**src/rtl/countdown_timer.sv**
```systemverilog
// MM:SS countdown timer with load clamping, pause/resume, a minute-borrow pulse and a done pulse.
// Define COUNTDOWN_AUTORELOAD_EN to restart from the last loaded value on expiry instead of stopping in DONE.
module countdown_timer #(
  parameter int MIN_MAX = 59,
  parameter int SEC_MAX = 59
) (
  input  logic       clk,
  input  logic       rst,
  input  logic       tick,
  input  logic       load,
  input  logic [5:0] load_min,
  input  logic [5:0] load_sec,
  input  logic       start,
  input  logic       stop,
  output logic [5:0] min,
  output logic [5:0] sec,
  output logic       running,
  output logic       bz,
  output logic       done
);

  localparam logic [5:0] MIN_LIM = 6'(MIN_MAX);
  localparam logic [5:0] SEC_LIM = 6'(SEC_MAX);

  typedef enum logic [1:0] {IDLE, RUN, PAUSE, DONE} state_t;

  state_t     state;
  logic [5:0] rl_min, rl_sec;
  logic [5:0] clamp_min, clamp_sec;
  logic [5:0] dec_min, dec_sec;
  logic       borrow, expire, nonzero;

  // NOTE: every signal written here gets a default first so no latch is inferred.
  always_comb begin
    clamp_min = (load_min > MIN_LIM) ? MIN_LIM : load_min;
    clamp_sec = (load_sec > SEC_LIM) ? SEC_LIM : load_sec;
    nonzero   = (min != 6'd0) || (sec != 6'd0);
    dec_min   = min;
    dec_sec   = sec;
    borrow    = 1'b0;
    if (sec != 6'd0) begin
      dec_sec = sec - 6'd1;
    end else if (min != 6'd0) begin
      dec_sec = SEC_LIM;
      dec_min = min - 6'd1;
      borrow  = 1'b1;
    end
    expire = nonzero && (dec_min == 6'd0) && (dec_sec == 6'd0);
  end

  assign running = (state == RUN);

  // NOTE: sequential state uses non-blocking assignments so all registers update from pre-edge values.
  always_ff @(posedge clk or posedge rst) begin
    if (rst) begin
      state  <= IDLE;
      min    <= 6'd0;
      sec    <= 6'd0;
      rl_min <= 6'd0;
      rl_sec <= 6'd0;
      bz     <= 1'b0;
      done   <= 1'b0;
    end else begin
      bz   <= 1'b0;
      done <= 1'b0;
      if (load) begin
        min    <= clamp_min;
        sec    <= clamp_sec;
        rl_min <= clamp_min;
        rl_sec <= clamp_sec;
        state  <= IDLE;
      end else begin
        case (state)
          RUN: begin
            if (stop) begin
              state <= PAUSE;
            end else if (tick && nonzero) begin
              bz <= borrow;
              if (expire) begin
                done <= 1'b1;
`ifdef COUNTDOWN_AUTORELOAD_EN
                min <= rl_min;
                sec <= rl_sec;
                if ((rl_min == 6'd0) && (rl_sec == 6'd0)) state <= IDLE;
`else
                min   <= 6'd0;
                sec   <= 6'd0;
                state <= DONE;
`endif
              end else begin
                min <= dec_min;
                sec <= dec_sec;
              end
            end
          end
          // IDLE, PAUSE and DONE all resume on start, provided there is time left.
          default: begin
            if (start && nonzero) state <= RUN;
          end
        endcase
      end
    end
  end

endmodule

```
**config.mk**
```make
export PLATFORM = sky130hd
export DESIGN_NAME = countdown_timer
export DESIGN_NICKNAME = d
export VERILOG_FILES = /design/src/rtl/countdown_timer.sv
export SDC_FILE = /design/constraint.sdc
export NUM_CORES = 1
export LEC_CHECK = 0
export ABC_AREA = 1
export CORE_MARGIN = 3
export CORE_UTILIZATION = 45
export CTS_CLUSTER_DIAMETER = 30
export DETAILED_ROUTE_END_ITERATION = 10
export PLACE_DENSITY = 0.8
export RECOVER_POWER = 100
export SLEW_MARGIN = 20
export SYNTH_ARGS = -nofsm -noshare
export SYNTH_HDL_FRONTEND = slang
export SYNTH_SLANG_ARGS = --single-unit
```
**constraint.sdc**
```tcl
create_clock -name clk -period 2.6 [get_ports clk]
set_input_delay 0.52 -clock clk [delete_from_list [all_inputs] [get_ports clk]]
set_output_delay 0.52 -clock clk [all_outputs]
set_load 0.02 [all_outputs]
```
## Word level (Yosys, flattened, before mapping)

Index checks and enable logic that the tools add are counted.

| word-level totals | value |
|---|---|
| bits in registers | 16 |
| latch bits | 0 |
| memory bits (writable) | 0 |
| memory bits (read-only) | 0 |
| memories | 0 |

| operators by class | value |
|---|---|
| add/subtract/negate cells | 2 |
| multiply operators | 0 |
| divide/modulo/power cells | 0 |
| magnitude comparators | 2 |
| equality and inequality tests | 4 |
| shift-type cells | 0 |
| muxes and demuxes | 33 |
| bitwise logic cells | 0 |
| reduce and logical (&&, ||, !) cells | 14 |

Operators by type and width:

| cell | count |
|---|---|
| $mux 6 | 16 |
| $gt 6x6->1 const B | 2 |
| $logic_not 6->1 | 2 |
| $mux 2 | 6 |
| $reduce_bool 6->1 | 2 |
| $sub 6x1->6 const B | 2 |
| $mux 1 | 11 |
| $ne 4x3->1 const B | 2 |
| $reduce_and 3->1 | 2 |
| $logic_and 1x1->1 | 4 |
| $reduce_bool 2->1 | 2 |
| $reduce_bool 3->1 | 1 |
| $eq 2x1->1 const B | 1 |
| $ne 2x2->1 const B | 1 |
| $logic_or 1x1->1 | 1 |

## Depth between registers and ports, before layout

Gate-level depths: netlist of the first run.

| logic depth | value |
|---|---|
| depth after elaboration | 11 |
| mapped depth | 15 |
| mapped depth without buffers | 15 |

## Worst setup path before layout of the first run

No wires, ideal clock.

| timing | value |
|---|---|
| path kind | register -> register |
| start | register sec[0] |
| end | register state[1] |
| library setup time | 0.117 ns |
| arrival time | 1.803 ns |
| required time | 2.483 ns |
| path slack | 0.680 ns |
| stages on the path, launching flop included | 16 |
| cell sequence | dfrtp_1 -> inv_1 -> ha_1 -> nand2_2 -> inv_1 -> nand3_2 -> nand2_1 -> inv_1 -> nor2_1 -> nand3_1 -> nor2_1 -> nand4_1 -> nand2_2 -> nand2_2 -> nand2_1 -> nand2_1 |

| on the way | value |
|---|---|
| cells in the longest elaborated chain, start to end | 7 |

RTL lines:

| item | line | source |
|---|---|---|
| start, declared | 16 | `output logic [5:0] sec,` |
| start signal, assigned | 68 | `sec <= clamp_sec;` |
| start signal, assigned | 92 | `sec <= dec_sec;` |
| parallel branches: the longest is 6 deep, another holds $sub 6x1->6 | n/a |  |
| $reduce_and 3->1 (no source line) (*) | n/a |  |
| end signal, assigned | 56 | `state <= IDLE;` |
| end signal, assigned | 71 | `state <= IDLE;` |
| end signal, assigned | 76 | `state <= PAUSE;` |
| end, declared | 27 | `state_t state;` |

Every way passes the cells marked *.
A chain may end at the register's enable or synchronous reset.

## Worst setup path after layout of the first run

| timing | value |
|---|---|
| start | register sec[0] |
| end | register min[5] |

| on the way | value |
|---|---|
| cells in the longest elaborated chain, start to end | 10 |

RTL lines:

| item | line | source |
|---|---|---|
| parallel branches: the longest is 10 deep, another holds $sub 6x1->6 | n/a |  |
| end signal, assigned | 67 | `min <= clamp_min;` |
| end signal, assigned | 91 | `min <= dec_min;` |
| end, declared | 15 | `output logic [5:0] min,` |

Several ways; the timed one is not identified. The select of a mux whose other input is x is not followed.

==> results by stage, run 1 <==
Setup path:
- The nature of the critical path endpoint is a flip-flop.
- The nature of the critical path startpoint is a flip-flop.
- STA puts the critical path data required time at 2.81 ns.
- In this run the worst path has a maximum fanout of 12.
- The arrival time at the worst endpoint is 2.55 ns.
- The type of the worst setup path is reg2reg.

Timing:
- Setup violations remaining at the end of the flow were counted as 0.
- The clock tree skew after final layout is 0.003145 ns.
- The final count of hold timing violations is 0.
- At the pin with the least slew margin, the transition time is 0.6440 ns.
- In this run the tightest slew margin relative to its limit is 57.02%.
- The total negative setup slack is 0 ns.
- The clock period minus final worst setup slack is 2.339 ns.
- The part of the cycle the worst path needs is 89.96%.
- Setup repair after global routing left no endpoint under its margin.
- The total count of max-transition violations in the final report is 0.
- Based on the critical path, the design can be clocked at up to 427.6 MHz.

Detailed routing:
- In the routed design, unresolved DRC markers number 0.
- In this run, the number of DRC markers left after iteration 0 of detailed routing was 39.
- The first-pass detailed-route iteration total is 4.
- The final wirelength is 3.401 mm.
- The routed layout has 1362 vias.
- In this run the remaining antenna-violating nets after routing total 0.
- The ratio of routed vias to standard cells is 5.559.
- In the final routed layout, each cell accounts on average for 13.88 um.

Run status:
- The run finished with clean final reports.

Final layout:
- The number of filler cells placed in the layout is 228.
- After the last flow step, the layout net total stands at 237.
- The final antenna diode count is 0.
- Summing all multi-input logic gate instances after layout gives 705.7 sq um.
- The library cell used most frequently in the layout, excluding fill and tap cells, is nand2_1.
- From synthesis to final layout, the design area changed by 29.77%.
- Summing all flip-flop and latch instances after layout gives 400.4 sq um.
- Cells with a size suffix above 1 make up 7.442% of the layout.
- The library cells used most frequently in the layout, excluding fill and tap cells, are nand2_1 (50), inv_1 (26), nand3_1 (23), nor2_1 (17).

Logic synthesis:
- The cell area after technology mapping is 1240 sq um.
- When the netlist entered floorplanning its net count stood at 203.
- Dividing the synthesized area by the synthesized cell count gives 6.813 sq um.
- The count of cell types in the netlist is 26.
- After technology mapping, the gate count stands at 182.
- Sequential cells were found to cover 32.29% of the synthesized design area.
- The number of register bits inferred by synthesis is 16.
- The total number of yosys warnings is 0.

Die:
- The chip width is 58.49 um.
- The initial standard-cell utilization of the core is 48.72%.
- The die span in y is 58.49 um.
- The number of primary I/O pins is 33.
- The core region is 2545 sq um.
- The number of rows created at floorplan is 18.
- The floorplan die area is 3421 sq um.

Clocking:
- Clock-pin slew was measured on the worst setup and hold paths at 0.10 ns.
- After clock tree synthesis, the setup repair step added 0 buffers.
- The clock latency at the later pin of the worst-skew pair is 0.29 ns.
- The number of H-tree levels is 1.
- The sink count of the clock tree is 16.
- Clock tree synthesis selected as its root buffer the cell clkbuf_4.
- The clock passes through at most 2 buffers.
- The post-cts repair resize count is 0.
- In this run, post-CTS hold repair placed 0 buffers.
- The total clock buffers created by CTS is 3.
- The CTS tree is done.

GRT:
- Entering global routing, the biggest net connects 17 pins.
- Global routing consumed, over all layers together, 21.85% of the routing resources.
- The initial antenna violation count is 0.
- The number of global-route vias before repair came to 1352.
- Global routing finished with a remaining overflow of 0.
- The wire length of the first global-routing pass is 5.747 mm.

Pwr:
- The overall power consumption is 0.8641 mW.
- The power density normalized to cell area is 537.0 nW/um^2.
- For this design the static power due to leakage is 0.8330 nW.
- IR analysis of the VDD net gives a maximum drop of 0.3539 mV.

Placed design:
- The placer's final routability congestion estimate is 0.9217.
- The count of buffers inserted at the top-level ports is 32.
- The detailed-placement wirelength estimate is 2.609 mm.

Min path:
- The min-delay analysis places its worst path in the category reg2reg.

Run:
- The count of maximum capacitance violations is 0.
-- where the power goes --
group	switching, mW	internal, mW
combinational	0.231	0.147
sequential	0.0328	0.280
clock	0.0871	0.0854
total	0.351	0.513
-- layer usage --
layer | GRT usage [%] | share of wire, %
met1 | 26.58 | 43
met5 | 0 | 0
met4 | 10.93 | 2.5
met3 | 2.851 | 5.8
met2 | 37.64 | 48
-- cell families after synthesis --
| family | count (synthesis) | share of synthesized area, % |
|---|---|---|
| AOI/OAI and AO/OA | 21 | 11.10 |
| adders and majority gates | 3 | 3.028 |
| xor gates and xnor gates | 3 | 2.119 |
| DFF | 16 | 32.29 |
| buffers and inverters | 31 | 10.19 |
| and+or+nand+nor | 108 | 41.27 |
-- registers in the layout, indices dropped and copies added, names as in the netlist --
register,cells
state,2
done,1
sec,6
min,6
bz,1
-- stage by stage --
stage | worst slack (ns) | utilization (%) | std cells | instance area (sq um) | hold slack [ns]
floorplan | 0.6799 | - | 182 | 1240 | 0.4337
CTS | 0.3409 | 63.52 | 245 | 1617 | 0.4918
global placement | 0.5251 | 62.09 | 241 | 1580 | 0.4527
finish | 0.2611 | 63.23 | 245 | 1609 | 0.4844
global route | 0.04460 | 63.23 | 245 | 1609 | 0.5150
detailed placement | 0.3869 | 62.09 | 241 | 1580 | 0.4674
-- worst max-delay path, cell delays in order (launching register included) --
cell and delay [ns]:
dfrtp_1 0.40, inv_1 0.16, ha_1 0.22, nand2_1 0.15, nor2_4 0.27, nand2_1 0.19, inv_1 0.12, nor2_1 0.07
nand2_1 0.06, nand2_1 0.27, inv_1 0.20, nand2_1 0.07, o211ai_1 0.08
-- synthesized netlist by cell type --
cell type	number	area share [%]
nand2_4	1	0.91
nand3_1	23	9.3
a22oi_2	1	1.0
nand3_2	2	1.6
buf_2	2	0.81
nand4_1	4	2.0
nor2_4	2	1.8
nor4_1	1	0.50
buf_6	1	0.91
ha_1	3	3.0
nor3_1	1	0.40
nor2_1	16	4.8
nand2_1	48	15
nand2_2	6	3.0
a21oi_1	2	0.81
clkbuf_1	1	0.30
xor2_1	3	2.1
inv_2	1	0.30
dfrtp_1	16	32
nand3b_1	2	1.2
inv_1	26	7.9
nor2_2	1	0.50
o21ai_0	10	4.0
o221ai_1	4	2.8
o211ai_1	4	2.4
nor3b_1	1	0.61
-- final cells by class --
class                      instances  share of cell area [%]
multi-input combinational        135                   43.86
timing repair buffer              33                   20.37
sequential                        16                   24.88
clock buffer                       4                   2.255
inverter                          27                   6.299
tap                               30                   2.333
-- worst paths after layout --
path / end / cells past startpoint / startpoint / slack (ns)
worst min-delay path: state[1] / 2 / state[1] / 0.48
max in group asynchronous: state[1] / 2 / rst / 1.45
worst min register to register: state[1] / 2 / state[1] / 0.48
worst max register to register: min[5] / 12 / sec[0] / 0.26
min in group asynchronous: sec[5] / 2 / rst / 0.73
worst max-delay path: min[5] / 12 / sec[0] / 0.26
Note: power is estimated with default switching activity, not from simulation.
==> run 2, diff against run 1 <==
--- a/config.mk
+++ b/config.mk
@@ -6,7 +6,7 @@
 export NUM_CORES = 1
 export LEC_CHECK = 0
 export ABC_AREA = 1
-export CORE_MARGIN = 3
+export CORE_MARGIN = 2
 export CORE_UTILIZATION = 45
 export CTS_CLUSTER_DIAMETER = 30
 export DETAILED_ROUTE_END_ITERATION = 10
==> constraint.sdc (replaced) <==
create_clock -name clk -period 2.6 [get_ports clk]
set_input_delay 0.39 -clock clk [delete_from_list [all_inputs] [get_ports clk]]
set_output_delay 0.39 -clock clk [all_outputs]
set_load 0.02 [all_outputs]
==> run 2 against run 1 <==
Against the previous run: hold slack lost 0.0028 ns; register-to-register slack improved by 0.09 ns; final area is 0.23% higher.
==> results by stage, run 2 (synthesized netlist as in run 1, its figures left out) <==
Run status:
- The run finished with clean final reports.

Final layout:
- The library cells used most frequently in the layout, excluding fill and tap cells, are nand2_1 (49), inv_1 (26), nand3_1 (23), nor2_1 (17).
- The final design instance area without fill was 1613 sq um (+0.23%).
- The post-layout net count came to 237 (unchanged).
- The final antenna diode count is 0 (unchanged).
- The most frequent standard cell in the layout excluding fill and tap cells is nand2_1.
- The ratio of cells with drive above 1 in the final layout is 7.907% (+0.47 points).
- The signed area change from the synthesized netlist to the final layout is 30.07%.
- The largest registers in the layout are min: 6 flops, sec: 6 flops, state: 2 flops.

Placed design:
- The detailed-placement wirelength estimate is 2.336 mm (-10%).
- The post-placement cell area came to 1582 sq um (about the same).
- The placer's final routability congestion estimate is 0.9007 (-2.3%).
- The count of buffers inserted at the top-level ports is 32 (unchanged).

Clocking:
- The number of hold buffers added after CTS is 0 (unchanged).
- The clock latency at the later pin of the worst-skew pair was 0.29 ns (about the same).
- The number of H-tree levels was 1 (unchanged).
- The count of buffers added by post-CTS timing repair for setup came to 0 (unchanged).
- The clock-pin slew on the worst setup and hold paths is 0.10 ns (about the same).
- The CTS tree is done.
- The total clock buffers created by CTS is 3 (unchanged).
- The post-cts repair resize count is 0 (unchanged).
- The master cell of the clock root buffer is clkbuf_4.
- The sink count of the clock tree is 16 (unchanged).
- The maximum clock insertion buffer count is 2 (unchanged).

Timing:
- The total count of max-transition violations in the final report is 0 (unchanged).
- The part of the cycle the worst path needs is 86.48% (-3.5 points).
- The pin slew with the least headroom to its limit is 0.6472 ns (+0.003203 ns).
- Setup repair after global routing left no endpoint under its margin.
- The final count of hold timing violations came to 0 (unchanged).
- The highest clock rate is 444.7 MHz (+4.0%).
- The clock tree skew after final layout is 0.007622 ns (+0.004477 ns).
- The worst slew slack as a fraction of its limit was 56.80% (-0.21 points).
- The count of final setup violators is 0 (unchanged).
- The total negative setup slack is 0 ns (unchanged).
- The clock period minus final worst setup slack is 2.249 ns (-0.09027 ns).

Min path:
- The type of the most critical hold path is reg2reg.
- The worst hold path begins at state[1].

Detailed routing:
- The final antenna-violating net count came to 0 (unchanged).
- The violation count after the first detailed-routing iteration was 42 (+7.7%).
- The final wirelength is 2.986 mm (-12%).
- The total DRC errors in the routed layout was 0 (unchanged).
- The first-pass detailed-route iteration total is 4 (unchanged).
- The average routed wire per standard cell is 12.14 um (-13%).
- The via count came to 1299 (-4.6%).
- The ratio of routed vias to standard cells was 5.280 (-5.0%).

Setup path:
- The signal on the critical path passes through inv_1 > ha_1 > nand2_1 > nor2_4 > nand2_1 > inv_1 > nor2_1 > nand2_1 > nand2_1 > inv_1 > nand2_1 > o211ai_1.
- STA classifies the critical path startpoint as a flip-flop.
- The family with the most delay on the worst path is simple AND/OR/NAND/NOR gates.
- The largest fanout on the critical path came to 12 (unchanged).
- The launch point of the worst reg-to-reg path is sec[0].
- The worst setup path is captured at a flip-flop.
- The count of buffer and inverter cells on the critical path was 3 (unchanged).
- The arrival time at the worst endpoint was 2.46 ns (-0.09 ns).
- The largest individual stage delay along the critical path comes from the cell dfrtp_1.
- The data required time of the critical path is 2.81 ns (about the same).
- The most frequent cell on the critical path is nand2_1.
- The first element of the critical path is sec[0].
- The type of the worst setup path is reg2reg.
- The longest individual stage delay on the worst path is 0.40 ns (about the same).

Pwr:
- The static leakage came to 0.8327 nW (about the same).
- The maximum vdd ir drop was 0.3643 mV (+2.9%).
- The power density normalized to cell area came to 529.2 nW/um^2 (-1.5%).

Die:
- The floorplan die area is 3191 sq um (-6.7%).
- The initial standard-cell utilization of the core is 46.16% (-2.6 points).
- The number of primary I/O pins is 33 (unchanged).
- The die span in y is 56.49 um (-3.4%).
- The core region area is 2686 sq um (+5.6%).
- The chip width came to 56.49 um (-3.4%).
- The number of rows created at floorplan came to 19 (+1).

Run:
- The count of maximum capacitance violations was 0 (unchanged).

GRT:
- The wire length of the first global-routing pass is 5.257 mm (-8.5%).
- The largest net degree at the start of global routing came to 17 (unchanged).
- The initial antenna violation count was 0 (unchanged).
- The number of global-route vias before repair is 1228 (-9.2%).
- The total global routing overflow was 0 (unchanged).
- The overall fraction of global-route tracks in use is 20.89% (-0.97 points).
-- run 2: worst reg2reg max path: cells and delay by family, from the launching register on --
family                   cells  cell delay, ns
buffers and inverters        3            0.45
adder cells (fa/ha/maj)      1            0.20
flip-flops                   1            0.40
AND/OR/NAND/NOR              7            1.02
AO/OA/AOI/OAI                1            0.08
-- run 2: per-stage QoR --
step	std cells	total power [mW]	setup WS, ns	hold slack (ns)	util (%)
floorplan	182	0.5680	0.6799	0.3037	-
global placement	242	0.6994	0.5024	0.4577	58.87
detailed placement	242	0.7012	0.4254	0.4627	58.87
CTS	246	0.8726	0.3924	0.4846	60.22
global route	246	0.9226	0.08815	0.4940	60.04
finish	246	0.8534	0.3514	0.4815	60.04
-- run 2: worst paths after layout --
check	end	slack, ns	cells past startpoint
max	sec[3]	0.35	12
min	state[1]	0.48	2
max reg2reg	sec[3]	0.35	12
min reg2reg	state[1]	0.48	2
max in group asynchronous	sec[4]	1.57	2
min in group asynchronous	sec[5]	0.61	2
-- run 2: layer usage --
metal	wire length, um	global-route usage [%]
met2	1351	32.23
met5	0	0
met4	56	9.524
met3	166	2.304
met1	1411	29.26
-- run 2: area by class of cell --
type	instances	area, sq um
repair buffers	33	327.8
inverters	27	101.3
flip-flops and latches	16	400.4
multi-input cells	135	708.2
clock buffers	4	36.28
well taps	31	38.79
fillers	269	1074
-- run 2: power by group --
group          internal (mW)  switching, mW
clock network         0.0853         0.0855
registers              0.280         0.0326
logic                  0.147          0.223
